**src/rtl/pb_field_encoder_if.sv**
```systemverilog
// Handshake bundle for the protobuf field encoder: request side (in_*),
// byte stream side (out_*), plus the reject pulse and the emitted-byte counter.
interface pb_field_encoder_if #(
    parameter int FIELD_NUM_W = 29
);
    logic                   in_valid;
    logic                   in_ready;
    logic [FIELD_NUM_W-1:0] in_field_number;
    logic [2:0]             in_wire_type;
    logic [63:0]            in_value;
    logic                   in_zigzag;
    logic                   out_valid;
    logic                   out_ready;
    logic [7:0]             out_data;
    logic                   out_last;
    logic                   err_illegal;
    logic [31:0]            bytes_emitted;

    modport master (
        output in_valid, in_field_number, in_wire_type, in_value, in_zigzag, out_ready,
        input  in_ready, out_valid, out_data, out_last, err_illegal, bytes_emitted
    );

    modport slave (
        input  in_valid, in_field_number, in_wire_type, in_value, in_zigzag, out_ready,
        output in_ready, out_valid, out_data, out_last, err_illegal, bytes_emitted
    );
endinterface

```
**src/rtl/pb_field_encoder.sv**
```systemverilog
// Protobuf field encoder: emits varint key then varint/fixed64/fixed32 payload bytes.
// Optional macro PB_ENC_ZIGZAG_EN enables the sint (zigzag) transform on varint payloads.
module pb_field_encoder #(
    parameter int FIELD_NUM_W = 29
) (
    input logic                clk,
    input logic                rst,
    pb_field_encoder_if.slave  bus
);
    typedef enum logic [1:0] {IDLE, KEY, PAYLOAD} state_t;

    state_t      state;
    logic        out_valid_r;
    logic [7:0]  out_data_r;
    logic        out_last_r;
    logic        err_r;
    logic [31:0] count_r;

    // Remaining bits after the byte currently on out_data
    logic [31:0] key_rem;
    logic [63:0] pay_rem;
    logic        is_fixed;
    logic [3:0]  fix_cnt;

    logic [FIELD_NUM_W-1:0] fn;
    logic [31:0]            key_c;
    logic [63:0]            pay_c;
    logic                   legal_c;
    logic                   hs;
    logic                   key_more;
    logic [7:0]             key_byte;
    logic [7:0]             pay_byte;
    logic                   pay_last;
    logic [63:0]            pay_shift;

    function automatic logic [7:0] varint_byte(input logic [63:0] v);
        return {|v[63:7], v[6:0]};
    endfunction

`ifdef PB_ENC_ZIGZAG_EN
    function automatic logic [63:0] zigzag(input logic [63:0] v);
        logic signed [63:0] s;
        s = v;
        return (v << 1) ^ 64'(s >>> 63);
    endfunction
`endif

    assign fn      = bus.in_field_number;
    assign key_c   = (32'(fn) << 3) | {29'd0, bus.in_wire_type};
    assign legal_c = ((bus.in_wire_type == 3'd0) || (bus.in_wire_type == 3'd1) ||
                      (bus.in_wire_type == 3'd5)) && (fn != '0);

`ifdef PB_ENC_ZIGZAG_EN
    assign pay_c = ((bus.in_wire_type == 3'd0) && bus.in_zigzag) ? zigzag(bus.in_value)
                                                                  : bus.in_value;
`else
    logic unused_zigzag;
    assign unused_zigzag = bus.in_zigzag;
    assign pay_c         = bus.in_value;
`endif

    assign hs       = out_valid_r && bus.out_ready;
    assign key_more = (key_rem != 32'd0);
    assign key_byte = varint_byte({32'd0, key_rem});

    always_comb begin
        pay_byte  = is_fixed ? pay_rem[7:0] : varint_byte(pay_rem);
        pay_last  = is_fixed ? (fix_cnt == 4'd1) : (pay_rem[63:7] == 57'd0);
        pay_shift = is_fixed ? (pay_rem >> 8) : (pay_rem >> 7);
    end

    always_ff @(posedge clk or posedge rst) begin
        if (rst) begin
            state       <= IDLE;
            out_valid_r <= 1'b0;
            out_data_r  <= 8'd0;
            out_last_r  <= 1'b0;
            err_r       <= 1'b0;
            count_r     <= 32'd0;
        end else begin
            err_r <= 1'b0;
            if (hs) count_r <= count_r + 32'd1;
            case (state)
                IDLE: begin
                    if (bus.in_valid) begin
                        if (legal_c) begin
                            state       <= KEY;
                            out_valid_r <= 1'b1;
                            out_data_r  <= varint_byte({32'd0, key_c});
                            out_last_r  <= 1'b0;
                        end else begin
                            err_r <= 1'b1;
                        end
                    end
                end
                KEY: begin
                    if (hs) begin
                        if (key_more) begin
                            out_data_r <= key_byte;
                        end else begin
                            state      <= PAYLOAD;
                            out_data_r <= pay_byte;
                            out_last_r <= pay_last;
                        end
                    end
                end
                PAYLOAD: begin
                    if (hs) begin
                        if (out_last_r) begin
                            state       <= IDLE;
                            out_valid_r <= 1'b0;
                            out_last_r  <= 1'b0;
                        end else begin
                            out_data_r <= pay_byte;
                            out_last_r <= pay_last;
                        end
                    end
                end
                default: state <= IDLE;
            endcase
        end
    end

    // Shift registers carry no reset: they are reloaded on every accept
    always_ff @(posedge clk) begin
        case (state)
            IDLE: begin
                if (bus.in_valid) begin
                    key_rem  <= key_c >> 7;
                    pay_rem  <= pay_c;
                    is_fixed <= (bus.in_wire_type != 3'd0);
                    fix_cnt  <= (bus.in_wire_type == 3'd1) ? 4'd8 : 4'd4;
                end
            end
            KEY: begin
                if (hs) begin
                    if (key_more) begin
                        key_rem <= key_rem >> 7;
                    end else begin
                        pay_rem <= pay_shift;
                        fix_cnt <= fix_cnt - 4'd1;
                    end
                end
            end
            PAYLOAD: begin
                if (hs && !out_last_r) begin
                    pay_rem <= pay_shift;
                    fix_cnt <= fix_cnt - 4'd1;
                end
            end
            default: ;
        endcase
    end

    assign bus.in_ready      = (state == IDLE);
    assign bus.out_valid     = out_valid_r;
    assign bus.out_data      = out_data_r;
    assign bus.out_last      = out_last_r;
    assign bus.err_illegal   = err_r;
    assign bus.bytes_emitted = count_r;
endmodule

```
**src/flat_wrapper.sv**
```systemverilog
// flat-port wrapper written by rule: the top's interface ports become plain ports
module pb_field_encoder_flat 
#(
    parameter int FIELD_NUM_W = 29
)
  (clk, rst, bus_in_valid, bus_in_field_number, bus_in_wire_type, bus_in_value, bus_in_zigzag, bus_out_ready, bus_in_ready, bus_out_valid, bus_out_data, bus_out_last, bus_err_illegal, bus_bytes_emitted);
  pb_field_encoder_if #(.FIELD_NUM_W(FIELD_NUM_W)) bus_i ();
  input logic clk;
  input logic rst;
  input wire logic [$bits(bus_i.in_valid)-1:0] bus_in_valid;
  input wire logic [$bits(bus_i.in_field_number)-1:0] bus_in_field_number;
  input wire logic [$bits(bus_i.in_wire_type)-1:0] bus_in_wire_type;
  input wire logic [$bits(bus_i.in_value)-1:0] bus_in_value;
  input wire logic [$bits(bus_i.in_zigzag)-1:0] bus_in_zigzag;
  input wire logic [$bits(bus_i.out_ready)-1:0] bus_out_ready;
  output wire logic [$bits(bus_i.in_ready)-1:0] bus_in_ready;
  output wire logic [$bits(bus_i.out_valid)-1:0] bus_out_valid;
  output wire logic [$bits(bus_i.out_data)-1:0] bus_out_data;
  output wire logic [$bits(bus_i.out_last)-1:0] bus_out_last;
  output wire logic [$bits(bus_i.err_illegal)-1:0] bus_err_illegal;
  output wire logic [$bits(bus_i.bytes_emitted)-1:0] bus_bytes_emitted;
  assign bus_i.in_valid = bus_in_valid;
  assign bus_i.in_field_number = bus_in_field_number;
  assign bus_i.in_wire_type = bus_in_wire_type;
  assign bus_i.in_value = bus_in_value;
  assign bus_i.in_zigzag = bus_in_zigzag;
  assign bus_i.out_ready = bus_out_ready;
  assign bus_in_ready = bus_i.in_ready;
  assign bus_out_valid = bus_i.out_valid;
  assign bus_out_data = bus_i.out_data;
  assign bus_out_last = bus_i.out_last;
  assign bus_err_illegal = bus_i.err_illegal;
  assign bus_bytes_emitted = bus_i.bytes_emitted;
  pb_field_encoder #(.FIELD_NUM_W(FIELD_NUM_W)) u_core (.clk(clk), .rst(rst), .bus(bus_i));
endmodule
```
**config.mk**
```make
export PLATFORM = sky130hd
export DESIGN_NAME = pb_field_encoder_flat
export DESIGN_NICKNAME = d
export VERILOG_FILES = /design/src/rtl/pb_field_encoder_if.sv /design/src/rtl/pb_field_encoder.sv /design/src/flat_wrapper.sv
export SDC_FILE = /design/constraint.sdc
export NUM_CORES = 1
export LEC_CHECK = 0
export ABC_AREA = 1
export CAP_MARGIN = 40
export CORE_ASPECT_RATIO = 1.4
export CORE_MARGIN = 4
export CORE_UTILIZATION = 52
export CTS_CLUSTER_DIAMETER = 150
export DETAILED_ROUTE_END_ITERATION = 6
export GPL_TIMING_DRIVEN = 0
export PLACE_DENSITY = 0.79
export SLEW_MARGIN = 20
export SYNTH_ARGS = -nofsm -noshare
export SYNTH_HDL_FRONTEND = slang
export SYNTH_SLANG_ARGS = --single-unit
```
**constraint.sdc**
```tcl
create_clock -name clk -period 6.5 [get_ports clk]
set_input_delay 1.625 -clock clk [delete_from_list [all_inputs] [get_ports clk]]
set_output_delay 1.625 -clock clk [all_outputs]
set_load 0.01 [all_outputs]
```
==> flow_summary.yaml, run 1 <==
placement:
  place_area_sq_um: 9100
  finalWeightedCongestion: 0.910
  place_hpwl_microns: 13900
  io_buffers: 143
clock_network:
  cts_tree: "done"
  cts_setup_buffers: 0
  cts_root_buffer: "clkbuf_16"
  cts_resized: 0
  htreeDepth: 4
  insertion_delay_ns: 0.42
  clk_pin_slew_ns: 0.05
  cts_made_buffers: 17
  clk_path_buf_depth: 2
  cts_sinks: 139
  hold_buffers: 0
final_layout:
  layout-drive-gt1-share_pct: 6.29
  stdcell_area_sq_um: 9720
  num_antenna_cells: 0
  num-nets-final: 1160
  fill_cells: 1092
  syn2layout_area_growth_pct: 32.3
run:
  maxCapViolCount: 0
floorplanning:
  dieArea_sq_um: 16100
  start_util_pct: 52.8
  die_h_microns: 149
  die_width_microns: 108
  num_io_pins: 145
  core_sq_um: 13900
  rows: 51
synthesis:
  syn_inst: 885
  syn-mean-instance-area_sq_um: 8.30
  netlist_top_cells_area: "edfxtp_1, dfrtp_1, nand2_1, nor2_1, o21ai_0"
  synth-simple-area-share_pct: 25.9
  yosys.area.top_type: "edfxtp_1"
  synth_warnings: 0
  synth_mux_area_share_pct: 0
  netlist_area_sq_um: 7340
  yosys_register_bits: 139
  synth_adder_area_share_pct: 1.19
  synth_compound_gate_area_share_pct: 9.49
  synth_xor_area_share_pct: 3.82
  synth.distinct_cells: 34
  yosysSeqAreaShare_pct: 53.8
  postSynthNetCount: 993
  synth_top_family_by_area: "simple AND/OR/NAND/NOR gates"
  synth_top_area_share_pct: 38.4
global_routing:
  overflow: 0
  grt_pass1_wl_microns: 29800
  grt_pass1_vias: 6354
  antenna_found_initial: 0
  grt_max_degree: 30
  grt_use_total_pct: 23.6
critical_path:
  worstRegToRegCells: 9
  cp-start-kind: "primary input"
  r2r_slack_ns: 3.83
  arrival_ns: 3.75
  crit_type: "in -> reg"
  path_delay_family: "simple AND/OR/NAND/NOR gates"
  worstReg2RegStart: "u_core.state[0]"
  crit_buf_inv: 4
  r2r-end: "u_core.pay_rem[11]"
  crit_path_end_kind: "register"
  critPathMaxFanout: 29
  cp_slowest_cell: "nor2_4"
  required_ns: 6.62
  crit_path_max_incr_delay_ns: 0.52
  crit_chain: "clkdlybuf4s50_1 -> nand2_2 -> inv_2 -> nor2_1 -> nor3b_4 -> inv_1 -> nor2_4 -> buf_12"
route:
  dr.pass1.iters: 5
  via_count: 6496
  wirelength_microns: 18500
  postRouteAntennaNets: 0
  routedWlPerCell_microns: 14.8
  vias_per_cell: 5.20
  drtIter0Drc: 339
  drc: 0
timing:
  grt_setup_unrepaired: "false"
  hold_viol_final: 0
  tightestPinTransition_ns: 0.627
  fin_crit_ns: 3.63
  drv_slew: 0
  fin_worst_skew_ns: 0.00957
  post-route-period-util_pct: 55.9
  finalSetupViolations: 0
  max_freq_mhz: 275
  relSlewSlack_pct: 58.1
run_status:
  outcome: "completed"
worst_hold_path:
  hp-start: "u_core.bus.bytes_emitted[31]"
  hold_depth: 1
  hold_class: "reg -> reg"
  hold_path_end: "u_core.bus.bytes_emitted[31]"
power:
  power_density_nw_per_um2: 476
  irDropWorstVdd_v: 0.000275
  total_power_mw: 4.62
  power.leakage_nw: 4.07
-- routing by layer --
layer	up-vias	routed length (microns)	global-route usage, %
met5	-	0	0
met4	0	392	9.41
met3	30	1240	4.69
met2	264	9760	41.7
met1	2994	7120	27.8
li1	3208	-	-
-- worst max-delay path by stage --
stage                        startpoint                 end  depth (start not counted)
after CTS                 bus_out_ready  u_core.pay_rem[26]                          8
after floorplan           bus_out_ready   u_core.fix_cnt[0]                          6
after detailed placement  bus_out_ready  u_core.pay_rem[26]                          8
after global placement    bus_out_ready  u_core.pay_rem[28]                          7
after global routing      bus_out_ready  u_core.pay_rem[33]                          8
final                     bus_out_ready  u_core.pay_rem[11]                          8
-- cells by family (layout without fill, tap and decap cells) --
kind of cell / Yosys count / count (layout)
flops: 139 / 139
simple gates: 458 / 458
fa+ha+maj: 7 / 7
buf+inv: 111 / 291
xor+xnor: 32 / 32
compound gates: 138 / 138
-- cells in the final DEF, fill, tap and decap left out, types with 6 or more instances in the layout --
cell type,n
o21ai_1,27
nor3_1,7
nand4_1,8
edfxtp_1,94
clkinv_1,6
clkdlybuf4s50_1,143
xor2_1,16
nand3_1,24
o21ai_0,104
ha_1,7
nor2_1,167
inv_2,13
xnor2_1,16
clkbuf_1,33
dfrtp_1,45
clkbuf_16,17
nand2_1,223
nor2_2,6
inv_1,64
-- cells in the mapped netlist (all sizes together) --
master,n
nand3b,1
nor3,12
clkinv,1
clkbuf,29
edfxtp,94
inv,77
a21oi,5
dfrtp,45
and2,1
nand2,227
or2,4
nor4,2
ha,7
nor2,175
buf,4
xnor2,16
xor2,16
o21a,1
nand4,8
nand3,27
o21ai,132
nor3b,1
-- cell type report --
type / instances / area [sq um] / share of cell area, %
well taps: 185 / 231 / 2.38
clock buffers: 21 / 440 / 4.53
multi-input cells: 635 / 2980 / 30.7
repair buffers: 148 / 1510 / 15.6
inverters: 78 / 293 / 3.01
clock inverters: 11 / 174 / 1.79
flip-flops and latches: 139 / 3950 / 40.6
plain buffers: 33 / 134 / 1.38
-- stage by stage --
stage	utilization (%)	hold WS (ns)	setup TNS [ns]	worst slack [ns]	cells
2_1_floorplan	-	0.507	0	0.936	885
5_1_grt	69.9	0.488	0	2.75	1250
6_report	69.9	0.479	0	2.87	1250
3_5_place_dp	65.4	0.471	0	2.46	1218
3_3_place_gp	64.8	0.461	-59.70	-0.880	1213
4_1_cts	69.9	0.483	0	2.88	1250
-- state kept, by name, indices dropped and copies added, names as in the netlist, 2 cells and up --
register,flops
u_core.state,2
u_core.bus.out_data,8
u_core.fix_cnt,4
u_core.key_rem,25
u_core.pay_rem,64
u_core.bus.bytes_emitted,32
-- where the power goes --
part	switching (mW)	leakage, nW	internal (mW)	total (mW)
combinational	1.13	2.29	0.644	1.78
sequential	0.261	1.49	1.56	1.82
clock	0.347	0.297	0.673	1.02
total	1.74	4.07	2.88	4.62
No activity file was read; power rests on OpenSTA's default activity.
==> run 2: changes to the inputs <==
==> constraint.sdc (replaced) <==
create_clock -name clk -period 3.7 [get_ports clk]
set_input_delay 0.925 -clock clk [delete_from_list [all_inputs] [get_ports clk]]
set_output_delay 0.925 -clock clk [all_outputs]
set_load 0.01 [all_outputs]
==> run 2 against run 1 <==
  * Register-to-register slack worse by 2.8 ns
  * Clock skew up 0.0033 ns
  * Via count grew 2.3%
  * Largest cell class unchanged
  * Highest routed layer unchanged
  * Non-clock buffer count grew 1
  * Combinational power up 79%
==> flow_summary.yaml, run 2 (synthesis gave the netlist of run 1 again) <==
floorplanning:
  dieArea_sq_um: 16100
  num_io_pins: 145
  die_width_microns: 108
  rows: 51
  start_util_pct: 52.8
  core_sq_um: 13900
  die_h_microns: 149
placement:
  finalWeightedCongestion: 0.895
  place_hpwl_microns: 14100
  io_buffers: 143
  dp_slack_ns: 0.453
clock_network:
  htreeDepth: 4
  clk_pin_slew_ns: 0.06
  cts_made_buffers: 17
  hold_buffers: 0
  cts_setup_buffers: 0
  cts_root_buffer: "clkbuf_16"
  insertion_delay_ns: 0.42
  cts_sinks: 139
  cts_tree: "done"
  clk_path_buf_depth: 2
  cts_resized: 0
route:
  drtIter0Drc: 347
  wirelength_microns: 19000
  postRouteAntennaNets: 0
  via_count: 6644
  dr.pass1.iters: 5
  vias_per_cell: 5.31
  drc: 0
  routedWlPerCell_microns: 15.2
critical_path:
  crit_chain: "clkdlybuf4s50_1 -> nand2_2 -> inv_2 -> nor2_1 -> nor3b_4 -> inv_1 -> nor2_4 -> buf_12 -> buf_12 -> buf_16"
  critPathMaxFanout: 28
  cp-start-kind: "primary input"
  crit_type: "in -> reg"
  required_ns: 3.82
  cp_slowest_cell: "clkdlybuf4s50_1"
  path_common_cell: "buf_12"
  arrival_ns: 2.97
  crit_path_max_incr_delay_ns: 0.47
  crit_path_end_kind: "register"
run:
  maxCapViolCount: 0
power:
  p_sw_share_pct: 39.0
  power.leakage_nw: 4.08
  irDropWorstVdd_v: 0.000410
  pwr-share-seq_pct: 39.6
  combPwrFrac_pct: 39.5
  p_sw_mw: 3.14
  clock_power_share_pct: 20.9
  power_density_nw_per_um2: 830
  p_int_mw: 4.93
timing:
  drv_slew: 0
  tightestPinTransition_ns: 0.574
  fin_crit_ns: 2.85
  grt_setup_unrepaired: "false"
  finalSetupViolations: 0
  hold_viol_final: 0
  relSlewSlack_pct: 61.7
  max_freq_mhz: 351
  post-route-period-util_pct: 77.0
  fin_worst_skew_ns: 0.0129
  fin_ws_ns: 0.850
global_routing:
  grt_max_degree: 29
  overflow: 0
  grt_pass1_vias: 6692
  antenna_found_initial: 0
  grt_pass1_wl_microns: 31000
  grt_use_total_pct: 24.4
final_layout:
  num_antenna_cells: 0
  regMostFlops: "u_core.pay_rem"
  largest_reg_flops: 64
  fill_cells: 1100
  syn2layout_area_growth_pct: 32.4
  utilization_pct: 69.9
  layout_common_cells: "nand2_1, nor2_1, clkdlybuf4s50_1"
  layout_commonest_cell: "nand2_1"
  layout-drive-gt1-share_pct: 7.13
  num-nets-final: 1161
run_status:
  outcome: "completed"
worst_hold_path:
  hold_class: "reg -> reg"
==> run 2: changes by cell type in the layout (fill, tap and decap cells not counted), sizes merged <==
cell and delta:
inv +5, bufinv -4, clkinv -2, buf +1, clkinvlp +1
==> run 2: metal layers <==
layer	global-route usage (%)	wire (microns)	vias up
li1	-	-	3217
met1	27.5	7240	3098
met2	43.9	9790	272
met3	5.34	1300	57
met4	10.4	673	0
met5	0	0	-
==> run 2: cell type report <==
| type | instances | area [sq um] | share of cell area, % |
|---|---|---|---|
| buffer | 33 | 134 | 1.38 |
| clock buffer | 21 | 487 | 5.01 |
| clock inverter | 11 | 105 | 1.08 |
| inverter | 78 | 293 | 3.01 |
| multi-input combinational | 635 | 2980 | 30.7 |
| sequential | 139 | 3950 | 40.6 |
| tap | 185 | 231 | 2.38 |
| timing repair buffer | 149 | 1540 | 15.9 |
==> run 2: per-stage QoR <==
stage	setup TNS [ns]	instances	area, sq um	total power, mW	hold slack [ns]
floorplan	0	885	7350	5.11	0.507
global placement	-48.25	1213	9010	6.11	0.463
detailed placement	0	1219	9130	6.36	0.465
CTS	0	1251	9720	8.09	0.482
global route	0	1251	9720	8.65	0.491
finish	0	1251	9720	8.07	0.482
==> run 2: worst paths after layout <==
path	startpoint	endpoint	slack [ns]	depth (start not counted)
worst min register to register	u_core.bus.out_data[6]	u_core.bus.out_data[6]	0.48	2
worst min-delay path	u_core.bus.out_data[6]	u_core.bus.out_data[6]	0.48	2
max in group asynchronous	rst	u_core.bus.out_data[3]	2.35	3
min in group asynchronous	rst	u_core.bus.bytes_emitted[11]	0.85	2
worst max register to register	u_core.state[0]	u_core.pay_rem[19]	1.08	11
worst max-delay path	bus_out_ready	u_core.pay_rem[19]	0.85	10
==> run 2: power groups by stage <==
stage | registers [mW] | clock network [mW] | logic, mW
global placement | 3.22 | 0 | 2.89
floorplan | 3.12 | 0 | 1.98
finish | 3.20 | 1.69 | 3.19
CTS | 3.18 | 1.70 | 3.20
global route | 3.27 | 1.78 | 3.60
detailed placement | 3.21 | 0 | 3.16
==> run 2: worst max-delay path: cells and delay by family <==
| family | cells | cell delay, ns |
|---|---|---|
| AND/OR/NAND/NOR | 4 | 0.69 |
| buffers and inverters | 6 | 1.34 |
==> run 3: changes to the inputs <==
==> constraint.sdc (replaced) <==
create_clock -name clk -period 2.68 [get_ports clk]
set_input_delay 0.67 -clock clk [delete_from_list [all_inputs] [get_ports clk]]
set_output_delay 0.67 -clock clk [all_outputs]
set_load 0.01 [all_outputs]
==> run 3 against run 2 <==
  * Cell area increased by 0.53%
  * Flip-flop and latch count unchanged
  * Setup slack got worse by 0.54 ns
  * Clock skew about the same
  * Die area unchanged
  * Non-clock buffer count decreased by 1
  * Via count decreased by 1.4%
  * Clock-buffer cell count decreased by 4
  * First-iteration DRC count increased by 4.6%
  * Sequential power increased by 38%
  * Combinational power increased by 38%
  * Critical endpoint is now bus_in_ready
  * Largest power group unchanged
  * Highest routed layer unchanged
==> flow_summary.yaml, run 3 (synthesis gave the netlist of run 1 again) <==
run_status:
  outcome: "completed"
power:
  total_power_mw: 11.3
  pwr-share-seq_pct: 39.2
  p_sw_share_pct: 38.5
  combPwrFrac_pct: 39.2
  p_sw_mw: 4.33
  p_int_mw: 6.93
  power.leakage_nw: 4.08
  irDropWorstVdd_v: 0.000634
  power_density_nw_per_um2: 1150
  clock_power_share_pct: 21.6
global_routing:
  grt_pass1_wl_microns: 29900
  grt_pass1_vias: 6418
  grt_use_total_pct: 23.6
  antenna_found_initial: 0
  grt_max_degree: 36
  overflow: 0
timing:
  relSlewSlack_pct: 64.3
  max_freq_mhz: 422
  fin_worst_skew_ns: 0.0128
  fin_hold_ws_ns: 0.484
  grt_setup_unrepaired: "false"
  fin_crit_ns: 2.37
  tightestPinTransition_ns: 0.536
  drv_slew: 0
  post-route-period-util_pct: 88.3
  hold_viol_final: 0
  finalSetupViolations: 0
  fin_ws_ns: 0.313
clock_network:
  htreeDepth: 4
  cts_setup_buffers: 0
  cts_sinks: 139
  insertion_delay_ns: 0.42
  cts_root_buffer: "clkbuf_16"
  cts_made_buffers: 17
  clk_pin_slew_ns: 0.06
  cts_tree: "done"
  hold_buffers: 0
  cts_resized: 0
  clk_path_buf_depth: 2
critical_path:
  crit_type: "reg -> out"
  crit_path_max_incr_delay_ns: 0.55
  crit_path_end_kind: "output pin"
  cp_slowest_cell: "clkdlybuf4s50_1"
  required_ns: 2.01
  crit_chain: "inv_2 -> ha_4 -> clkdlybuf4s50_1"
  critPathMaxFanout: 7
  arrival_ns: 1.70
  cp-start-kind: "register"
floorplanning:
  core_sq_um: 13900
  die_h_microns: 149
  dieArea_sq_um: 16100
  start_util_pct: 52.8
  die_width_microns: 108
  num_io_pins: 145
  rows: 51
final_layout:
  layout_commonest_cell: "nand2_1"
  utilization_pct: 70.3
  layout-drive-gt1-share_pct: 7.61
  syn2layout_area_growth_pct: 33.1
  largest_reg_flops: 64
  fill_cells: 1096
  regMostFlops: "u_core.pay_rem"
  layout_common_cells: "nand2_1, nor2_1, clkdlybuf4s50_1"
  num-nets-final: 1160
  num_antenna_cells: 0
route:
  wirelength_microns: 18700
  dr.pass1.iters: 5
  postRouteAntennaNets: 0
  drtIter0Drc: 363
  via_count: 6549
  vias_per_cell: 5.24
  drc: 0
  routedWlPerCell_microns: 14.9
run:
  maxCapViolCount: 0
placement:
  place_hpwl_microns: 14100
  io_buffers: 143
  finalWeightedCongestion: 0.851
  dp_slack_ns: -0.111
worst_hold_path:
  hold_class: "reg -> reg"
-- run 3: changes by cell type in the layout (fill, tap and decap cells not counted), sizes merged --
| cell | delta |
|---|---|
| bufinv | +2 |
| buf | -1 |
| clkinvlp | +2 |
| clkbuf | -4 |
-- run 3: layout make-up --
class	count	area, sq um	area share (%)
Sequential cell	139	3950	40.4
Clock buffer	17	425	4.35
Inverter	78	295	3.02
Buffer	33	134	1.37
Clock inverter	15	186	1.91
Tap cell	185	231	2.37
Multi-Input combinational cell	635	3010	30.8
Timing Repair Buffer	148	1540	15.8
-- run 3: path summary, 6_finish.rpt --
check | from | endpoint | cells past startpoint | slack (ns)
worst max-delay path | u_core.state[1] | bus_in_ready | 3 | 0.31
worst min-delay path | u_core.bus.bytes_emitted[31] | u_core.bus.bytes_emitted[31] | 1 | 0.48
worst max register to register | u_core.state[1] | u_core.key_rem[19] | 6 | 0.40
worst min register to register | u_core.bus.bytes_emitted[31] | u_core.bus.bytes_emitted[31] | 1 | 0.48
max in group asynchronous | rst | u_core.bus.bytes_emitted[9] | 3 | 1.71
min in group asynchronous | rst | u_core.bus.bytes_emitted[21] | 2 | 0.51
-- run 3: power by group through the flow --
stage | logic, mW | clock network [mW] | registers (mW)
floorplan | 2.79 | 0 | 4.31
global placement | 4.03 | 0 | 4.45
detailed placement | 4.40 | 0 | 4.42
CTS | 4.44 | 2.45 | 4.40
global route | 5.00 | 2.57 | 4.50
finish | 4.41 | 2.44 | 4.42
-- run 3: metal layers --
| metal | vias to the layer above | wire [microns] | GRT usage [%] | share of wire, % |
|---|---|---|---|---|
| met3 | 55 | 1100 | 4.56 | 5.9 |
| li1 | 3213 | - | - | - |
| met2 | 252 | 9800 | 42.3 | 52 |
| met5 | - | 0 | 0 | 0 |
| met1 | 3029 | 7060 | 26.5 | 38 |
| met4 | 0 | 725 | 11.3 | 3.9 |
-- run 3: worst max-delay path, delay by kind of cell, from the launching register on --
kind	cells	cell delay, ns
buf+inv	2	0.66
fa+ha+maj	1	0.20
flops	1	0.43
-- run 3: per-stage QoR --
stage,instances,area [sq um],setup TNS (ns)
after floorplan,885,7380,-0.518
after CTS,1250,9770,0
final,1250,9770,0
after global routing,1250,9770,0
after detailed placement,1218,9160,-4.65
after global placement,1213,9040,-93.55
